`src/rtl/conv_pkg.sv`:
```
// Shared widths and types for the conv_v2 arithmetic path (adder tree, channel
// accumulator, line buffer).
package conv_pkg;

  localparam int unsigned DataW = 8;
  localparam int unsigned ChDefault = 4;

  // Accumulator width: full-scale window sums over ch channels plus a bias, no wrap.
  function automatic int unsigned acc_width(int unsigned data_w, int unsigned ch);
    return 2 * data_w + $clog2(ch) + 1;
  endfunction

  typedef logic signed [acc_width(DataW, ChDefault)-1:0] acc_t;
  typedef logic [DataW-1:0] act_t;

endpackage

```
`src/rtl/requant_sat.sv`:
```
// Rounded arithmetic right shift with ReLU and saturation to a positive
// DataW-bit activation.
module requant_sat
  import conv_pkg::*;
#(
  parameter int unsigned DataW = conv_pkg::DataW,
  parameter int unsigned AccW  = acc_width(DataW, ChDefault)
) (
  input  logic signed [AccW-1:0]  acc_i,
  input  logic        [4:0]       shift_i,
  output logic        [DataW-1:0] sat_o
);

  localparam logic signed [AccW:0] MaxAct = (AccW+1)'((1 << (DataW - 1)) - 1);

  logic signed [AccW:0] ext;
  logic signed [AccW:0] rnd;
  logic signed [AccW:0] r;

  always_comb begin
    ext = {acc_i[AccW-1], acc_i};
    rnd = '0;
    // Round half up: add half an output LSB before shifting.
    if (shift_i != 5'd0) rnd = (AccW+1)'(1) << (shift_i - 5'd1);
    r = (ext + rnd) >>> shift_i;
    if (r[AccW]) begin
      sat_o = '0;
    end else if (r > MaxAct) begin
      sat_o = MaxAct[DataW-1:0];
    end else begin
      sat_o = r[DataW-1:0];
    end
  end

endmodule

```
`src/rtl/conv_chan_acc.sv`:
```
// Per-filter channel accumulator: bias + pCH window sums, then ReLU and
// requantization to one activation per output pixel.
module conv_chan_acc
  import conv_pkg::*;
#(
  parameter int unsigned pDATA_W = conv_pkg::DataW,
  parameter int unsigned pCH     = conv_pkg::ChDefault,
  localparam int unsigned pACC_W = acc_width(pDATA_W, pCH)
) (
  input  logic                        iclk,
  input  logic                        irst_n,
  input  logic                        ien,
  input  logic                        iclear,
  input  logic                        ivalid,
  input  logic signed [2*pDATA_W-1:0] idata,
  input  logic signed [pACC_W-1:0]    ibias,
  input  logic        [4:0]           ishift,
  output logic        [pDATA_W-1:0]   odata,
  output logic                        ovalid,
  output logic                        obusy
);

  localparam int unsigned CntW = (pCH > 1) ? $clog2(pCH) : 1;
  localparam logic [CntW-1:0] CntLast = CntW'(pCH - 1);

  logic signed [pACC_W-1:0]  acc_q, acc_d;
  logic        [CntW-1:0]    cnt_q, cnt_d;
  logic                      done_q, done_d;
  logic        [pDATA_W-1:0] odata_q, odata_d;
  logic                      ovalid_q, ovalid_d;
  logic                      busy_q;

  logic signed [pACC_W-1:0]  data_ext;
  logic        [pDATA_W-1:0] sat;

  requant_sat #(
    .DataW(pDATA_W),
    .AccW (pACC_W)
  ) u_requant_sat (
    .acc_i  (acc_q),
    .shift_i(ishift),
    .sat_o  (sat)
  );

  assign data_ext = pACC_W'(idata);

  always_comb begin
    acc_d    = acc_q;
    cnt_d    = cnt_q;
    done_d   = done_q;
    odata_d  = odata_q;
    ovalid_d = 1'b0;
    if (iclear) begin
      cnt_d  = '0;
      done_d = 1'b0;
    end else if (ien) begin
      // Stage 2 consumes the pre-edge acc, so a new group may start on the same edge.
      ovalid_d = done_q;
      if (done_q) odata_d = sat;
      done_d = 1'b0;
      if (ivalid) begin
        acc_d = (cnt_q == '0) ? ibias + data_ext : acc_q + data_ext;
        if (cnt_q == CntLast) begin
          cnt_d  = '0;
          done_d = 1'b1;
        end else begin
          cnt_d = cnt_q + CntW'(1);
        end
      end
    end
  end

  always_ff @(posedge iclk) begin
    if (!irst_n) begin
      acc_q    <= '0;
      cnt_q    <= '0;
      done_q   <= 1'b0;
      odata_q  <= '0;
      ovalid_q <= 1'b0;
      busy_q   <= 1'b0;
    end else begin
      acc_q    <= acc_d;
      cnt_q    <= cnt_d;
      done_q   <= done_d;
      odata_q  <= odata_d;
      ovalid_q <= ovalid_d;
      busy_q   <= (cnt_d != '0);
    end
  end

  assign odata  = odata_q;
  assign ovalid = ovalid_q;
  assign obusy  = busy_q;

endmodule

```
`config.mk`:
```
export PLATFORM = sky130hd
export DESIGN_NAME = conv_chan_acc
export DESIGN_NICKNAME = d
export VERILOG_FILES = /design/src/rtl/conv_pkg.sv /design/src/rtl/requant_sat.sv /design/src/rtl/conv_chan_acc.sv
export SDC_FILE = /design/constraint.sdc
export NUM_CORES = 1
export LEC_CHECK = 0
export CAP_MARGIN = 20
export CORE_MARGIN = 1.5
export CORE_UTILIZATION = 39
export DETAILED_ROUTE_END_ITERATION = 16
export PLACE_DENSITY = 0.65
export SYNTH_ARGS = -nofsm -noshare
export SYNTH_HDL_FRONTEND = slang
export SYNTH_SLANG_ARGS = --single-unit
```
`constraint.sdc`:
```
create_clock -name iclk -period 5.85 [get_ports iclk]
set_clock_uncertainty 0.1 [all_clocks]
set_input_delay 1.755 -clock iclk [delete_from_list [all_inputs] [get_ports iclk]]
set_output_delay 1.755 -clock iclk [all_outputs]
set_load 0.02 [all_outputs]
```
# Word-level counts from Yosys, hierarchy flattened
# Index checks and enable logic that the tools add are counted.
word_totals:
  ff_bits: 32
  in_bits: 45
classes:
  n_addsub: 5
  order_cmp: 1
  eq_ne: 1
  n_shift: 2
  mux: 10
  bitwise_logic: 3
  reduce_logical: 7
op_table:
  columns: ["op", "count"]
  rows:
  - ["19-bit by 16-bit adder with 19-bit output", 2]
  - ["19-bit by 20-bit adder with 20-bit output", 1]
  - ["20-bit by 8-bit > comparator with 1-bit output, second input constant", 1]
  - ["20-bit 2-to-1 mux", 1]
  - ["1-bit by 5-bit << shifter with 20-bit output, first input constant", 1]
  - ["20-bit by 5-bit >>> shifter with 20-bit output", 1]
  - ["19-bit 2-to-1 mux", 1]
  - ["8-bit 2-to-1 mux", 2]
  - ["2-bit 2-to-1 mux", 4]
  - ["3-bit AND reduction", 2]
  - ["5-bit nonzero test", 1]
  - ["5-bit by 1-bit subtractor with 5-bit output, second input constant", 1]
  - ["1-bit inverter", 3]
  - ["3-bit OR reduction", 1]
  - ["2-bit by 1-bit adder with 2-bit output, second input constant", 1]
  - ["2-bit == test, second input constant", 1]
  - ["2-bit logical NOT", 1]
  - ["1-bit 2-to-1 mux", 2]
  - ["2-bit nonzero test", 1]
  - ["2-bit OR reduction", 1]

# Longest topological paths before layout
# Gate-level depths: netlist (run 1).
logic_depth:
  depth_word: 8
  depth_mapped: 20
  ltp_nobuf: 16

# Modules after synthesis
# A second synthesis (run 1) with hierarchy kept.
unflattened:
  cells_unflattened: 660
  area_unflattened_um2: 4977.3
modules_own_cells:
  columns: ["mod", "instances", "cells_per_inst", "area_each_um2", "seq_area_each_um2"]
  rows:
  - ["requant_sat", 1, 370, 2576.2, 0.0]
  - ["conv_chan_acc", 1, 290, 2401.1, 640.6]

# Least setup slack after synthesis (run 1)
# OpenSTA, ideal clock, no wires.
synth_path:
  path_kind: "input to register"
  startpoint: "in ishift[2]"
  endpoint: "reg odata_q[2] (netlist: odata[2])"
  setup_ps: 122
  arrival_time_ps: 5468
  required_time_ps: 5628
  slack_ps: 160
  stages: 16
  path_buffers: 1
  path_cell_list: "clkbuf_1 clkinv_1 or3_1 nor2_1 ha_1 o21a_1 or2_1 a31oi_1 o21bai_1 xor2_1 mux4_2 o21bai_1 o211ai_1 a211oi_1 a21boi_2 a311o_1"
synth_via:
  elab_chain_len: 8
synth_rtl:
  columns: ["element", "line", "source"]
  rows:
  - ["start, declared", "conv_chan_acc.sv:17", "input logic [4:0] ishift,"]
  - ["5-bit by 1-bit subtractor with 5-bit output", "requant_sat.sv:24", "if (shift_i != 5'd0) rnd = (AccW+1)'(1) << (shift_i - 5'd1);"]
  - ["1-bit by 5-bit << shifter with 20-bit output", "requant_sat.sv:24", null]
  - ["20-bit 2-to-1 mux", "requant_sat.sv:24", null]
  - ["19-bit by 20-bit adder with 20-bit output", "requant_sat.sv:25", "r = (ext + rnd) >>> shift_i;"]
  - ["20-bit by 5-bit >>> shifter with 20-bit output *", "requant_sat.sv:25", null]
  - ["20-bit by 8-bit > comparator with 1-bit output", "requant_sat.sv:28", "end else if (r > MaxAct) begin"]
  - ["8-bit 2-to-1 mux", "requant_sat.sv:28", null]
  - ["8-bit 2-to-1 mux *", "requant_sat.sv:26", "if (r[AccW]) begin"]
  - ["end signal, assigned", "conv_chan_acc.sv:85", "odata_q <= odata_d;"]
  - ["end, declared", "conv_chan_acc.sv:29", "logic [pDATA_W-1:0] odata_q, odata_d;"]
# Mark *: on every way between the ends. The rest lies on a longest branch, timed or not.
# A chain may end at the register's enable or synchronous reset.

# Worst setup path in the final report (run 1)
layout_path:
  startpoint: "in ishift[4]"
  endpoint: "reg odata_q[2] (netlist: odata[2])"
# The elaborated chain is that of the path after synthesis.

==> impl_metrics.csv, run 1 <==
group,metric,value,unit
status,status,"finished clean",
cells_and_area,fin_util,0.5364,
setup_path,endpoint_kind,"register",
timing,fmax,0.1788,GHz
floorplanning,coreArea,10890,um2
grt,grt_max_degree,30,
setup_path,worstPathMaxFanout,7,
setup_path,critPathKind,"primary input to register",
detailed_routing,drtAntennaViolNets,0,
cells_and_area,fin_nets,803,
clocking,worstSkewPairLatency,300,ps
clocking,cts_tree,"built",
place,place.gp.congestion,0.9326,
floorplanning,fp.dieW,109.0,um
floorplanning,io_pins,55,
timing,period_share,0.9559,
detailed_routing,drt_first_pass_iters,5,
grt,grt_overflow,0,
cells_and_area,final_area,5841,um2
logic_synthesis,syn-cell-area,4382,um2
power,ir_worst_vdd,0.05897,mV
clocking,cts.sinks,32,
cells_and_area,final_common_cell,"buf_4",
floorplanning,die_area,11880,um2
grt,grt_pass1_wl,21710,um
timing,worst_pin_slew,748.4,ps
timing,finalHoldWorstSlack,380.7,ps
timing,slew_viol_final,0,
timing,setup_viol,0,
setup_path,required,5940,ps
timing,min_period,5592,ps
logic_synthesis,synth_warnings,0,
power,sw_frac_of_total,0.3451,
clocking,root_buffer,"clkbuf_8",
cells_and_area,layout-drive-gt1-share,0.2214,
logic_synthesis,ys_seq_elements,32,
logic_synthesis,synth_cell_type_count,74,
place,post_dp_cell_area,5670,um2
clocking,post_cts_buffers,0,
grt,antenna_found_initial,0,
floorplanning,fp.dieH,109.0,um
place,dp_slack,-162.6,ps
cells_and_area,stdcell_count,858,
logic_synthesis,avgSynthCellArea,7.414,um2
logic_synthesis,synth_flop_cell,"dfxtp_1",
timing,finalWorstSetupSlack,257.9,ps
cells_and_area,diodes,0,
place,post-dp-hpwl,10390,um
cells_and_area,syn_to_final_growth,33.30,%
detailed_routing,wl_per_cell,15.03,um
timing,slew_headroom,0.5005,
timing,setup-tns-final,0,ps
power,p_leak,2.535,nW
timing,hold_viol,0,
floorplanning,start_util,0.4024,
power,intPower,0.5192,mW
clocking,numCtsBuffers,5,
power,powerDensity,135.7,nW/um2
detailed_routing,num_vias,4812,
logic_synthesis,synth-seq-area-share,0.1462,
grt,track_usage,0.2279,
power,seqPwrFrac,0.294,
setup_path,cp.arrival,5690,ps
place,dp.cells,850,
power,power_frac_clock,0.286,
timing,grt_setup_unrepaired,"no",
grt,grt_pass1_vias,4626,
clocking,clock_path_buffers,2,
detailed_routing,via_per_inst,5.608,
setup_path,crit_path_start_kind,"primary input",
cells_and_area,final_cell_mix,"91 x buf_4, 68 x nor2_1, 65 x nand2_1",
detailed_routing,drc,0,
detailed_routing,drtIter0Drc,298,
place,numPortBuffers,54,
clocking,htree_levels,2,
clocking,path_clk_slew,80,ps
logic_synthesis,async_flop_share,0,
logic_synthesis,postSynthCellCount,591,
worst_hold_path,min_path_type,"register to register",
floorplanning,std_cell_rows,38,
job,cap_violations,0,
detailed_routing,wirelength,12900,um
power,p_switching,0.2736,mW
power,finalPower,0.7928,mW
logic_synthesis,synth_edf_count,0,
power,p_comb_frac,0.420,
logic_synthesis,syn-num-nets,677,
-- routing by layer --
layer  track usage  up-vias  routed length (um)
met5             0        -                   0
met4       0.07519        0                 326
met3       0.02869       24                 645
met2        0.3835      130                6101
met1        0.2996     2212                5825
li1              -     2446                   -
-- synthesized netlist by cell type, types with 8 or more instances --
master | instances | area [um2]
nor2_1 | 70 | 262.8
nand2_1 | 65 | 244.0
a21oi_1 | 61 | 305.3
ha_1 | 39 | 488.0
dfxtp_1 | 32 | 640.6
o21ai_0 | 28 | 140.1
mux2_2 | 25 | 281.5
xnor2_1 | 21 | 183.9
clkbuf_1 | 19 | 71.32
mux2i_1 | 18 | 180.2
a211oi_1 | 16 | 120.1
inv_1 | 16 | 60.06
nor3_1 | 14 | 70.07
or3_1 | 14 | 87.58
a21o_1 | 12 | 90.09
nand3_1 | 10 | 50.05
and3_1 | 9 | 56.30
xor2_1 | 9 | 78.83
a31oi_1 | 8 | 50.05
-- cells by family (layout without fill, tap and decap cells) --
family                   Yosys count  after routing  synth area share
multiplexers                      47             47            0.1242
AO/OA/AOI/OAI                    182            182            0.2793
buffers and inverters             44            171           0.04055
adder cells (fa/ha/maj)           41             41            0.1205
XOR/XNOR                          30             30           0.05997
AND/OR/NAND/NOR                  215            215            0.2293
flip-flops                        32             32            0.1462
-- power groups by stage --
| stage | sequential (mW) | clock (mW) | combinational [mW] |
|---|---|---|---|
| 2_1_floorplan | 0.235 | 0 | 0.210 |
| 3_3_place_gp | 0.238 | 0 | 0.321 |
| 3_5_place_dp | 0.238 | 0 | 0.326 |
| 4_1_cts | 0.233 | 0.230 | 0.328 |
| 5_1_grt | 0.234 | 0.239 | 0.368 |
| 6_report | 0.233 | 0.227 | 0.333 |
-- flip-flops by register name, summed over array words and instances (netlist names) --
name / flops
odata: 8
obusy: 1
done_q: 1
acc_q: 19
ovalid: 1
cnt_q: 2
-- what timing repair did --
item | 4_1_cts | 5_1_grt
endpoints found under the setup margin | 0 | 7
resized for setup | 0 | 16
hold buffers | 0 | 0
-- final timing paths --
kind                            slack (ps)  startpoint   endpoint  depth (start not counted)
worst max-delay path                   260   ishift[4]   odata[2]                         17
worst min-delay path                   380      done_q     done_q                          2
worst max register to register        1510    cnt_q[0]  acc_q[18]                         17
worst min register to register         380      done_q     done_q                          2
-- critical path, stage by stage --
cell	delay (ps)
clkdlybuf4s50_1	550
or3_1	190
nor2_1	60
ha_1	200
fa_1	410
a211oi_2	310
o211ai_2	140
nand3_1	180
o2bb2ai_2	170
o31a_1	250
buf_4	170
mux2i_2	290
a211o_1	160
o311ai_1	100
a311oi_2	280
a21boi_2	140
a311o_1	330
-- cell type report --
type | instances | area, um2
Tap cell | 140 | 175.2
Multi-Input combinational cell | 515 | 3622
Fill cell | 1041 | 5047
Inverter | 18 | 67.56
Sequential cell | 32 | 640.6
Timing Repair Buffer | 145 | 1224
Clock inverter | 3 | 42.54
Clock buffer | 5 | 68.82
No activity file was read; power rests on OpenSTA's default activity.
==> run 2, diff against run 1 <==
--- a/config.mk
+++ b/config.mk
@@ -9,6 +9,7 @@
 export CORE_MARGIN = 1.5
 export CORE_UTILIZATION = 39
 export DETAILED_ROUTE_END_ITERATION = 16
+export MAX_ROUTING_LAYER = met4
 export PLACE_DENSITY = 0.65
 export SYNTH_ARGS = -nofsm -noshare
 export SYNTH_HDL_FRONTEND = slang
==> run 2 against run 1 <==
Compared with the run above:
- worst setup slack worse by 90 ps
- power is 4.2% lower
- design area down 0.13%
- routed wire length increased by 2.9%
- sequential power barely moved
- critical path depth did not move
- highest routed layer unchanged
==> impl_metrics.csv, run 2 (synthesized netlist as in run 1, its figures left out) <==
group,metric,value,unit
floorplanning,coreArea,10890,um2
detailed_routing,wirelength,13270,um
grt,track_usage,0.2428,
clocking,worstSkewPairLatency,310,ps
setup_path,worstPathMaxFanout,11,
detailed_routing,drt_first_pass_iters,5,
worst_hold_path,whs_path_depth,2,
cells_and_area,syn_to_final_growth,33.12,%
timing,min_period,5682,ps
floorplanning,die_area,11880,um2
clocking,cts.sinks,32,
timing,slew_headroom,0.4710,
clocking,numCtsBuffers,5,
worst_hold_path,min_from,"done_q",
detailed_routing,drc,0,
timing,finalHoldWorstSlack,380.0,ps
job,cap_violations,0,
cells_and_area,largest_register,"acc_q",
floorplanning,std_cell_rows,38,
clocking,htree_levels,2,
detailed_routing,via_per_inst,5.641,
timing,period_share,0.9712,
clocking,cts_tree,"built",
power,p_switching,0.2707,mW
place,dp_slack,-160.9,ps
grt,grt_pass1_wl,22330,um
cells_and_area,layout-drive-gt1-share,0.2182,
power,power_frac_clock,0.253,
floorplanning,fp.dieH,109.0,um
power,seqPwrFrac,0.307,
setup_path,critPathKind,"primary input to register",
grt,grt_pass1_vias,4812,
floorplanning,io_pins,55,
timing,slew_viol_final,0,
power,powerDensity,130.3,nW/um2
detailed_routing,drtAntennaViolNets,0,
detailed_routing,num_vias,4874,
setup_path,rrSetupSlack,1530,ps
cells_and_area,fin_util,0.5357,
cells_and_area,diodes,0,
place,numPortBuffers,54,
worst_hold_path,min_path_type,"register to register",
timing,hold_viol,0,
clocking,root_buffer,"clkbuf_8",
power,intPower,0.4891,mW
timing,fmax,0.1760,GHz
setup_path,crit_path_start_kind,"primary input",
place,place.gp.congestion,0.9298,
cells_and_area,final_area,5833,um2
setup_path,r2r_start,"cnt_q[0]",
setup_path,required,5930,ps
floorplanning,fp.dieW,109.0,um
timing,worst_pin_slew,792.7,ps
detailed_routing,wl_per_cell,15.36,um
detailed_routing,drtIter0Drc,248,
timing,grt_setup_unrepaired,"no",
place,post_dp_cell_area,5708,um2
status,status,"finished clean",
place,post-dp-hpwl,10760,um
cells_and_area,final_cell_mix,"97 x buf_4, 69 x nor2_1, 64 x nand2_1",
power,p_comb_frac,0.440,
grt,grt_overflow,0,
floorplanning,start_util,0.4024,
cells_and_area,largest_reg_flops,19,
setup_path,r2r-end,"acc_q[18]",
setup_path,reg2reg_depth,17,
power,sw_frac_of_total,0.3563,
timing,setup_viol,0,
setup_path,cp.arrival,5760,ps
power,p_leak,2.562,nW
grt,antenna_found_initial,0,
clocking,clock_path_buffers,2,
worst_hold_path,whs_endpoint,"done_q",
setup_path,endpoint_kind,"register",
cells_and_area,final_common_cell,"buf_4",
cells_and_area,fin_nets,809,
grt,grt_max_degree,22,
power,ir_worst_vdd,0.07963,mV
timing,finalWorstSetupSlack,168.3,ps
clocking,path_clk_slew,70,ps
[run 2: worst max path at each step]
stage          startpoint        to  cells past startpoint
5_1_grt         ishift[2]  odata[2]                     16
3_3_place_gp    ishift[1]  odata[2]                     17
2_1_floorplan   ishift[2]  odata[2]                     16
3_5_place_dp    ishift[2]  odata[2]                     16
6_report        ishift[1]  odata[2]                     17
4_1_cts         ishift[2]  odata[2]                     16
[run 2: layout make-up]
type / count / area, um2
inverter: 18 / 67.56
tap: 140 / 175.2
sequential: 32 / 640.6
fill: 1075 / 5055
timing repair buffer: 151 / 1269
clock buffer: 8 / 90.09
multi-input combinational: 515 / 3591
[run 2: metrics by stage]
stage / TNS (ps) / total power [mW] / instances
global placement: -124.5 / 0.5598 / 855
floorplan: 0 / 0.4450 / 591
finish: 0 / 0.7598 / 864
detailed placement: -520.7 / 0.5656 / 855
CTS: 0 / 0.7587 / 863
global route: 0 / 0.8099 / 864
[run 2: what timing repair did]
| item | CTS | global route |
|---|---|---|
| setup endpoints to repair | 0 | 7 |
| setup buffers | 0 | 1 |
| endpoints found under the hold margin | 0 | 0 |
| hold buffers | 0 | 0 |
| gates resized for setup | 0 | 10 |
[run 2: metal layers]
layer	vias up	wire, um	part of all wire	GRT usage
met5	-	0	0	-
met4	0	374	0.028	0.08835
met3	26	528	0.040	0.03228
met2	143	6238	0.47	0.4036
met1	2244	6126	0.46	0.2992
li1	2461	-	-	-
[run 2: power groups by stage]
| stage | logic [mW] | clock network [mW] | registers, mW |
|---|---|---|---|
| after global placement | 0.322 | 0 | 0.238 |
| after global routing | 0.370 | 0.206 | 0.234 |
| after CTS | 0.330 | 0.196 | 0.233 |
| final | 0.334 | 0.193 | 0.233 |
| after floorplan | 0.210 | 0 | 0.235 |
| after detailed placement | 0.328 | 0 | 0.238 |
[run 2: critical path: stages]
cell and delay, ps:
clkdlybuf4s50_1 540, buf_4 210, nand2_1 100, buf_4 170, nor2_1 130, ha_1 310
a21oi_1 220, o32ai_2 120, nor3_1 240, o2bb2ai_2 180, mux2_2 370, a311oi_1 420
a211oi_1 100, a21oi_1 210, nor2_1 70, o311a_1 340, a311o_1 270
==> run 3, diff against run 2 <==
--- a/config.mk
+++ b/config.mk
@@ -10,7 +10,6 @@
 export CORE_UTILIZATION = 39
 export DETAILED_ROUTE_END_ITERATION = 16
 export MAX_ROUTING_LAYER = met4
-export PLACE_DENSITY = 0.65
 export SYNTH_ARGS = -nofsm -noshare
 export SYNTH_HDL_FRONTEND = slang
 export SYNTH_SLANG_ARGS = --single-unit
==> run 3 against run 2 <==
Compared with the run above:
- power grew 0.28%
- via count down 1.6%
- utilization is 0.36 points higher
- largest power group unchanged
- global-route usage down 0.25 points
- first-iteration DRC count decreased by 15%
- die area unchanged
- combinational power rose by 2%
- design area rose by 0.66%
==> impl_metrics.csv, run 3 (synthesized netlist as in run 1, its figures left out) <==
group,metric,value,unit
detailed_routing,drtIter0Drc,211,
setup_path,endpoint_kind,"register",
setup_path,cp.arrival,5680,ps
timing,period_share,0.9565,
timing,finalHoldWorstSlack,375.4,ps
floorplanning,fp.dieH,109.0,um
cells_and_area,largest_register,"acc_q",
place,post_dp_cell_area,5738,um2
cells_and_area,regArea,640.6,um2
cells_and_area,multi_input_area,3593,um2
cells_and_area,final_common_cell,"buf_4",
clocking,cts_tree,"built",
setup_path,critPathSlowestCell,"clkdlybuf4s50_1",
cells_and_area,final_cell_mix,"101 x buf_4, 69 x nor2_1, 64 x nand2_1",
setup_path,crit_top_cell,"and3_1",
setup_path,crit_path_start_kind,"primary input",
setup_path,worstPathMaxFanout,7,
timing,setup_viol,0,
cells_and_area,layout-drive-gt1-share,0.2253,
setup_path,required,5930,ps
floorplanning,start_util,0.4024,
place,post-dp-hpwl,10890,um
cells_and_area,syn_to_final_growth,34.01,%
worst_hold_path,whs_path_depth,2,
clocking,root_buffer,"clkbuf_8",
place,dp_slack,-211.4,ps
detailed_routing,num_vias,4795,
detailed_routing,via_per_inst,5.524,
grt,grt_max_degree,22,
clocking,clock_path_buffers,2,
power,powerDensity,129.8,nW/um2
grt,grt_pass1_vias,4661,
place,dp.cells,859,
floorplanning,io_pins,55,
detailed_routing,drc,0,
cells_and_area,largest_reg_flops,19,
timing,worst_pin_slew,766.3,ps
grt,antenna_found_initial,0,
grt,track_usage,0.2403,
grt,grt_overflow,0,
cells_and_area,diodes,0,
clocking,htree_levels,2,
detailed_routing,drtAntennaViolNets,0,
timing,slew_viol_final,0,
power,finalPower,0.7619,mW
clocking,numCtsBuffers,5,
place,numPortBuffers,54,
cells_and_area,n_fill_cell,1092,
status,status,"finished clean",
detailed_routing,drt_first_pass_iters,5,
floorplanning,std_cell_rows,38,
timing,fmax,0.1787,GHz
place,place.gp.congestion,0.9058,
timing,min_period,5596,ps
cells_and_area,final_area,5872,um2
clocking,worstSkewPairLatency,290,ps
setup_path,reg2reg_depth,17,
setup_path,crit_chain,"clkdlybuf4s50_1 > inv_1 > nor2_2 > nand2_1 > nor2_1 > ha_1 > and4_1 > and3_1 > and3_1 > o211a_1 > buf_4 > nor3_4 > xnor2_1 > mux2i_1 > o311ai_1 > a311oi_2 > a21boi_2 > a311o_1",
timing,finalWorstSetupSlack,254.2,ps
worst_hold_path,min_path_type,"register to register",
detailed_routing,wl_per_cell,15.19,um
job,cap_violations,0,
detailed_routing,wirelength,13190,um
cells_and_area,stdcell_count,868,
setup_path,critPathKind,"primary input to register",
cells_and_area,fin_nets,813,
setup_path,slowest_delay,520,ps
clocking,cts.sinks,32,
floorplanning,coreArea,10890,um2
floorplanning,fp.dieW,109.0,um
power,p_leak,2.591,nW
timing,grt_setup_unrepaired,"no",
grt,grt_pass1_wl,22130,um
timing,hold_viol,0,
clocking,path_clk_slew,80,ps
floorplanning,die_area,11880,um2
power,ir_worst_vdd,0.07235,mV
timing,slew_headroom,0.4885,
-- run 3: cell count changes in the layout (fill, tap and decap cells not counted), sizes merged --
cell and change:
dlymetal6s2s +1, clkbuf -1, clkdlybuf4s50 -1, clkinvlp +1, buf +4
-- run 3: report_power, final --
group	internal [mW]	total (mW)	switching, mW
clock	0.0958	0.190	0.0939
sequential	0.225	0.233	0.00743
combinational	0.171	0.340	0.168
-- run 3: path summary, 6_finish.rpt --
path / startpoint / to / slack (ps)
setup / recovery: ishift[3] / odata[2] / 250
hold / removal: done_q / done_q / 380
hold reg to reg: done_q / done_q / 380
setup reg to reg: cnt_q[0] / acc_q[18] / 1350
-- run 3: layout make-up --
class                      count  share of cell area
multi-input combinational    515              0.6120
timing repair buffer         155              0.2216
sequential                    32              0.1091
tap                          140             0.02983
clock buffer                   7             0.01470
inverter                      18             0.01151
clock inverter                 1            0.001279
-- run 3: critical path, delay by kind of cell --
family	cells	cell delay, ps
AND/OR/NAND/NOR	7	1400
AO/OA/AOI/OAI	5	1160
buffers and inverters	3	740
adder cells (fa/ha/maj)	1	300
multiplexers	1	190
XOR/XNOR	1	130
-- run 3: per-layer routing --
metal	up-vias	wire length, um	global-route usage
li1	2465	-	-
met1	2191	6075	0.3012
met2	117	6207	0.3982
met3	22	534	0.02690
met4	0	368	0.08553
met5	-	0	-
-- run 3: stage by stage --
stage | TNS (ps) | utilization
final | 0 | 0.5393
after global routing | 0 | 0.5393
after CTS | 0 | 0.5356
after detailed placement | -834.9 | 0.5270
after global placement | -679.3 | 0.5270
after floorplan | 0 | -
-- run 3: timing repair --
item / CTS / global route
resized for setup: 0 / 11
setup endpoints to repair: 0 / 7
hold buffers: 0 / 0
buffers inserted: 0 / 1
